File: src/rtl/kurm_mem_pkg.sv
// Shared constants and state encoding for the data-memory access path.
// Latency: n/a (declarations only).
// Backpressure: n/a.
package kurm_mem_pkg;

    localparam int ADDR_WIDTH = 16;
    localparam int DATA_WIDTH = 16;
    localparam int MEM_DEPTH  = 1024;

    typedef enum logic [1:0] {
        IDLE  = 2'd0,
        ISSUE = 2'd1,
        WAIT  = 2'd2,
        RESP  = 2'd3
    } mau_state_t;

endpackage

File: src/rtl/mem_access_unit.sv
// Single-outstanding load/store initiator for the registered-read data memory.
// Latency: accept-to-resp_valid = 3 edges (load), 2 (store), 1 (out-of-range fault).
// Backpressure: resp_ready low parks the unit in RESP with outputs held; req_ready stays low until the response is taken.
module mem_access_unit #(
    parameter int ADDR_WIDTH = kurm_mem_pkg::ADDR_WIDTH,
    parameter int DATA_WIDTH = kurm_mem_pkg::DATA_WIDTH,
    parameter int MEM_DEPTH  = kurm_mem_pkg::MEM_DEPTH
) (
    input  logic                  clock,
    input  logic                  reset,
    input  logic                  req_valid,
    output logic                  req_ready,
    input  logic                  req_write,
    input  logic [ADDR_WIDTH-1:0] req_addr,
    input  logic [DATA_WIDTH-1:0] req_wdata,
    output logic                  resp_valid,
    input  logic                  resp_ready,
    output logic [DATA_WIDTH-1:0] resp_rdata,
    output logic                  resp_fault,
    output logic [ADDR_WIDTH-1:0] mem_addr,
    output logic                  mem_read,
    output logic                  mem_write,
    output logic [DATA_WIDTH-1:0] mem_wdata,
    input  logic [DATA_WIDTH-1:0] mem_rdata
);

    import kurm_mem_pkg::*;

    // One extra bit so a depth equal to 2**ADDR_WIDTH still compares correctly.
    localparam logic [ADDR_WIDTH:0] DEPTH_EXT = (ADDR_WIDTH + 1)'(MEM_DEPTH);

    mau_state_t            state, state_n;
    logic                  write_q, write_n;
    logic [ADDR_WIDTH-1:0] mem_addr_n;
    logic [DATA_WIDTH-1:0] mem_wdata_n;
    logic                  mem_read_n, mem_write_n;
    logic [DATA_WIDTH-1:0] resp_rdata_n;
    logic                  resp_fault_n;
    logic                  addr_fault;

    assign req_ready  = (state == IDLE) && !reset;
    assign resp_valid = (state == RESP);
    assign addr_fault = ({1'b0, req_addr} >= DEPTH_EXT);

    // State and output registers; the memory itself is not reset, so a strobe
    // already on the wire at a reset edge still takes effect there.
    always_ff @(posedge clock) begin
        if (reset) begin
            state      <= IDLE;
            write_q    <= 1'b0;
            mem_addr   <= '0;
            mem_wdata  <= '0;
            mem_read   <= 1'b0;
            mem_write  <= 1'b0;
            resp_rdata <= '0;
            resp_fault <= 1'b0;
        end else begin
            state      <= state_n;
            write_q    <= write_n;
            mem_addr   <= mem_addr_n;
            mem_wdata  <= mem_wdata_n;
            mem_read   <= mem_read_n;
            mem_write  <= mem_write_n;
            resp_rdata <= resp_rdata_n;
            resp_fault <= resp_fault_n;
        end
    end

    // Next-state and next-output decode; strobes default low so each lasts one cycle.
    always_comb begin
        state_n      = state;
        write_n      = write_q;
        mem_addr_n   = mem_addr;
        mem_wdata_n  = mem_wdata;
        mem_read_n   = 1'b0;
        mem_write_n  = 1'b0;
        resp_rdata_n = resp_rdata;
        resp_fault_n = resp_fault;
        case (state)
            IDLE: begin
                if (req_valid && req_ready) begin
                    write_n = req_write;
                    if (addr_fault) begin
                        // Out of range: answer immediately, never touch the memory.
                        state_n      = RESP;
                        resp_fault_n = 1'b1;
                        resp_rdata_n = '0;
                    end else begin
                        state_n     = ISSUE;
                        mem_addr_n  = req_addr;
                        mem_wdata_n = req_wdata;
                        mem_read_n  = !req_write;
                        mem_write_n = req_write;
                    end
                end
            end
            ISSUE: begin
                // Memory acts on the edge closing this cycle.
                state_n = write_q ? RESP : WAIT;
            end
            WAIT: begin
                // Registered read data is valid one cycle after the read strobe.
                resp_rdata_n = mem_rdata;
                state_n      = RESP;
            end
            RESP: begin
                if (resp_ready) begin
                    state_n      = IDLE;
                    resp_rdata_n = '0;
                    resp_fault_n = 1'b0;
                end
            end
            default: begin
                state_n = IDLE;
            end
        endcase
    end

endmodule

File: config.mk
export PLATFORM = sky130hd
export DESIGN_NAME = mem_access_unit
export DESIGN_NICKNAME = d
export VERILOG_FILES = /design/src/rtl/kurm_mem_pkg.sv /design/src/rtl/mem_access_unit.sv
export SDC_FILE = /design/constraint.sdc
export NUM_CORES = 1
export LEC_CHECK = 0
export ABC_AREA = 0
export BUFFER_PORTS_ARGS = -buffer_cell sky130_fd_sc_hd__buf_2
export CORE_MARGIN = 4
export CORE_UTILIZATION = 44
export DETAILED_ROUTE_END_ITERATION = 6
export PLACE_DENSITY = 0.77
export SLEW_MARGIN = 20
export SYNTH_ARGS = -nofsm -noshare
export SYNTH_HDL_FRONTEND = slang
export SYNTH_SLANG_ARGS = --single-unit
File: constraint.sdc
create_clock -name clock -period 2.1 [get_ports clock]
set_input_delay 0.105 -clock clock [delete_from_list [all_inputs] [get_ports clock]]
set_output_delay 0.105 -clock clock [all_outputs]
set_load 0.02 [all_outputs]
==> metrics.md <==
| Metric | Value |
|---|---|
| CTS tree | yes |
| Worst r2r path cells | 5 |
| Initial antenna violation count | 0 |
| Hold path start | req_addr[1] |
| Crit path capture type | flop |
| HP Class | primary input to flop |
| Ranking of synthesized cells by area | dfxtp_1 (51%), nand2_1 (13%), mux2i_1 (8.0%) |
| Crit path max-delay family | simple AND/OR/NAND/NOR gates |
| DP HPWL | 3680 um |
| Yosys reg bits | 54 |
| Worst hold slack | 0.0292 ns |
| Total grt overflow | 0 |
| Port bufs | 105 |
| Finished Layout Cells | 414 |
| Total power | 2.43 mW |
| # placed instances | 405 |
| Maxcap violations | 0 |
| Fin util | 60.0% |
| RSZ-0062 raised after global routing | no |
| Total wire length | 5090 um |
| Vias in the first global route | 1872 |
| Crit start category | flop |
| Gpl congestion | 0.764 |
| Die width | 77.6 um |
| Peak supply drop | 0.366 mV |
| Hold Path Depth | 3 |
| Arrival @ worst endpoint | 2.04 ns |
| Most common library cells after synthesis | nand2_1 (71), dfxtp_1 (54), a21oi_1 (30) |
| Total track usage | 17.1% |
| Worst Skew | 0.00520 ns |
| Critical path cell sequence | inv_1, ha_1, nor2b_1, nand2_1, mux2i_1 |
| Critical path's slowest cell | nor2b_1 |
| Setup violators final | 0 |
| First-pass GRT wire length | 8410 um |
| Fin Setup TNS | 0 ns |
| Sequential area share after synthesis | 50.7% |
| Via count | 1928 |
| Worst-Margin Slew | 0.996 ns |
| # fillers | 429 |
| Nets | 405 |
| Power per Cell Area | 858 nW/um^2 |
| Slew Viols, Final | 0 |
| Reg2reg start | state[0]$_SDFFE_PP0P_ |
| Synthesized instance count | 240 |
| CTS sink count | 54 |
| Main flop type after synthesis | dfxtp_1 |
| Final Hold Vio Count | 0 |
| Post-Syn Nets | 299 |
| Row count | 25 |
| Static Leak | 1.33 nW |
| Tmin final | 1.81 ns |
| Worst-skew pair later-pin latency | 0.30 ns |
| Peak Freq | 552 MHz |
| R2r setup slk | 0.29 ns |
| Number of synthesized flops with an enable pin | 0 |
| Starting Density | 45.1% |
| Max clock buf depth | 2 |
| Syn Area/Cell | 8.88 um^2 |
| Crit path buf inv count | 1 |
| Async set or reset register ratio after synthesis | 0% |
| Starting DRT DRC Count | 62 |
| Max FO, Critical Path | 16 |
| Area Overhead vs Synth | 32.9% |
| Run status | finished clean |
| Layout cells sized above 1 | 35.2% |
| Worst reg2reg path endpoint | resp_rdata[0]$_SDFFE_PP0P_ |
| Register area | 1080 um^2 |
| Largest net degree at the start of global routing | 29 |
| # DRC | 0 |
| Chip Height | 77.6 um |
| Vias per inst | 4.66 |
| YS warnings | 0 |
| Top cell type's share of synthesized area | 50.7% |
| # diodes | 0 |
| Number of detailed-route iterations in the first pass | 4 |
| Total Die Area | 6020 um^2 |
| Reg clk slew, reported paths | 0.10 ns |
| Core Region | 4720 um^2 |
| Largest stage delay, worst path | 0.78 ns |
| Most common cell in the netlist | nand2_1 |
| I/O pins | 106 |
| Htree depth | 2 |
| DRT antenna net count | 0 |
| Area of the multi-input gates | 968 um^2 |
| Cell taking the most area after synthesis | dfxtp_1 |
| Crit path kind | flop to flop |
| Mapped Area | 2130 um^2 |
| Unique cell type count in the Yosys netlist | 26 |
| Normalized max-slew margin | 33.5% |
| Critical path required time | 2.33 ns |
| TritonCTS Buffers | 5 |
| Wire per inst | 12.3 um |
| Clock Tree Root | clkbuf_8 |
| Final cycle utilization of the critical path | 86.3% |
| Hold Path End | mem_addr[1]$_SDFFE_PP0P_ |
-- metrics by stage --
stage / area, um^2 / setup WS, ns
after global routing: 2830 / 0.0485
final: 2830 / 0.288
after global placement: 2730 / 0.344
after CTS: 2830 / 0.279
after floorplan: 2130 / 0.403
after detailed placement: 2730 / 0.316
-- cells in the final DEF, fill, tap and decap left out, types with 2 or more instances in the layout --
master	n
dfxtp_1	54
inv_1	3
nand2_1	71
and2_1	6
ha_1	6
a211oi_1	2
a21oi_1	30
nand2b_1	17
nor2b_1	3
nor2_1	5
mux2i_1	17
buf_2	105
clkbuf_8	6
nand3_1	2
buf_4	5
-- layer usage --
layer,vias to the layer above,track usage [%],wire (um)
met3,6,6.84,556
met2,81,27.5,2200
met4,0,4.80,44
met1,846,21.1,2280
met5,-,0,0
li1,995,-,-
-- state kept, by name (all words and copies together), names as in the netlist --
| register | flops |
|---|---|
| write_q | 1 |
| state | 2 |
| mem_wdata | 16 |
| mem_write | 1 |
| resp_fault | 1 |
| mem_read | 1 |
| mem_addr | 16 |
| resp_rdata | 16 |
-- worst max-delay path by stage --
| stage | from | to | cells after the start |
|---|---|---|---|
| 6_report | state[0]$_SDFFE_PP0P_ | resp_rdata[0]$_SDFFE_PP0P_ | 5 |
| 3_5_place_dp | state[0]$_SDFFE_PP0P_ | resp_rdata[12]$_SDFFE_PP0P_ | 5 |
| 5_1_grt | state[0]$_SDFFE_PP0P_ | resp_rdata[10]$_SDFFE_PP0P_ | 5 |
| 4_1_cts | state[0]$_SDFFE_PP0P_ | resp_rdata[12]$_SDFFE_PP0P_ | 5 |
| 3_3_place_gp | state[0]$_SDFFE_PP0P_ | resp_rdata[14]$_SDFFE_PP0P_ | 5 |
| 2_1_floorplan | state[0]$_SDFFE_PP0P_ | resp_rdata[0]$_SDFFE_PP0P_ | 7 |
-- power by group --
group | internal, mW | leakage (nW) | switching, mW
Sequential | 1.10 | 0.436 | 0.0521
Combinational | 0.287 | 0.850 | 0.400
Clock | 0.266 | 0.0472 | 0.329
Total | 1.65 | 1.33 | 0.781
-- worst min-delay path, delay by kind of cell --
kind	cells	cell delay [ns]
AOI/OAI and AO/OA	1	0.05
buffers and inverters	1	0.10
and+or+nand+nor	1	0.04
-- cell families after synthesis --
family                     count (synthesis)  share of synthesized area [%]
AOI/OAI and AO/OA                         36                           9.10
adders and majority gates                  6                           3.52
buffers and inverters                     16                           3.87
DFF                                       54                           50.7
muxes                                     17                           7.98
and+or+nand+nor                          111                           24.8
-- what timing repair did --
action	4_1_cts	5_1_grt
endpoints found under the hold margin	1	0
hold buffers	1	0
resized for setup	0	0
setup buffers	0	0
-- final cells by class --
cell class	count	share of cell area [%]
clock buffer	6	2.92
multi-input combinational	170	34.2
inverter	3	0.398
sequential	54	38.2
tap	67	2.96
clock inverter	2	0.442
timing repair buffer	112	20.9
No activity file was read; power rests on OpenSTA's default activity.
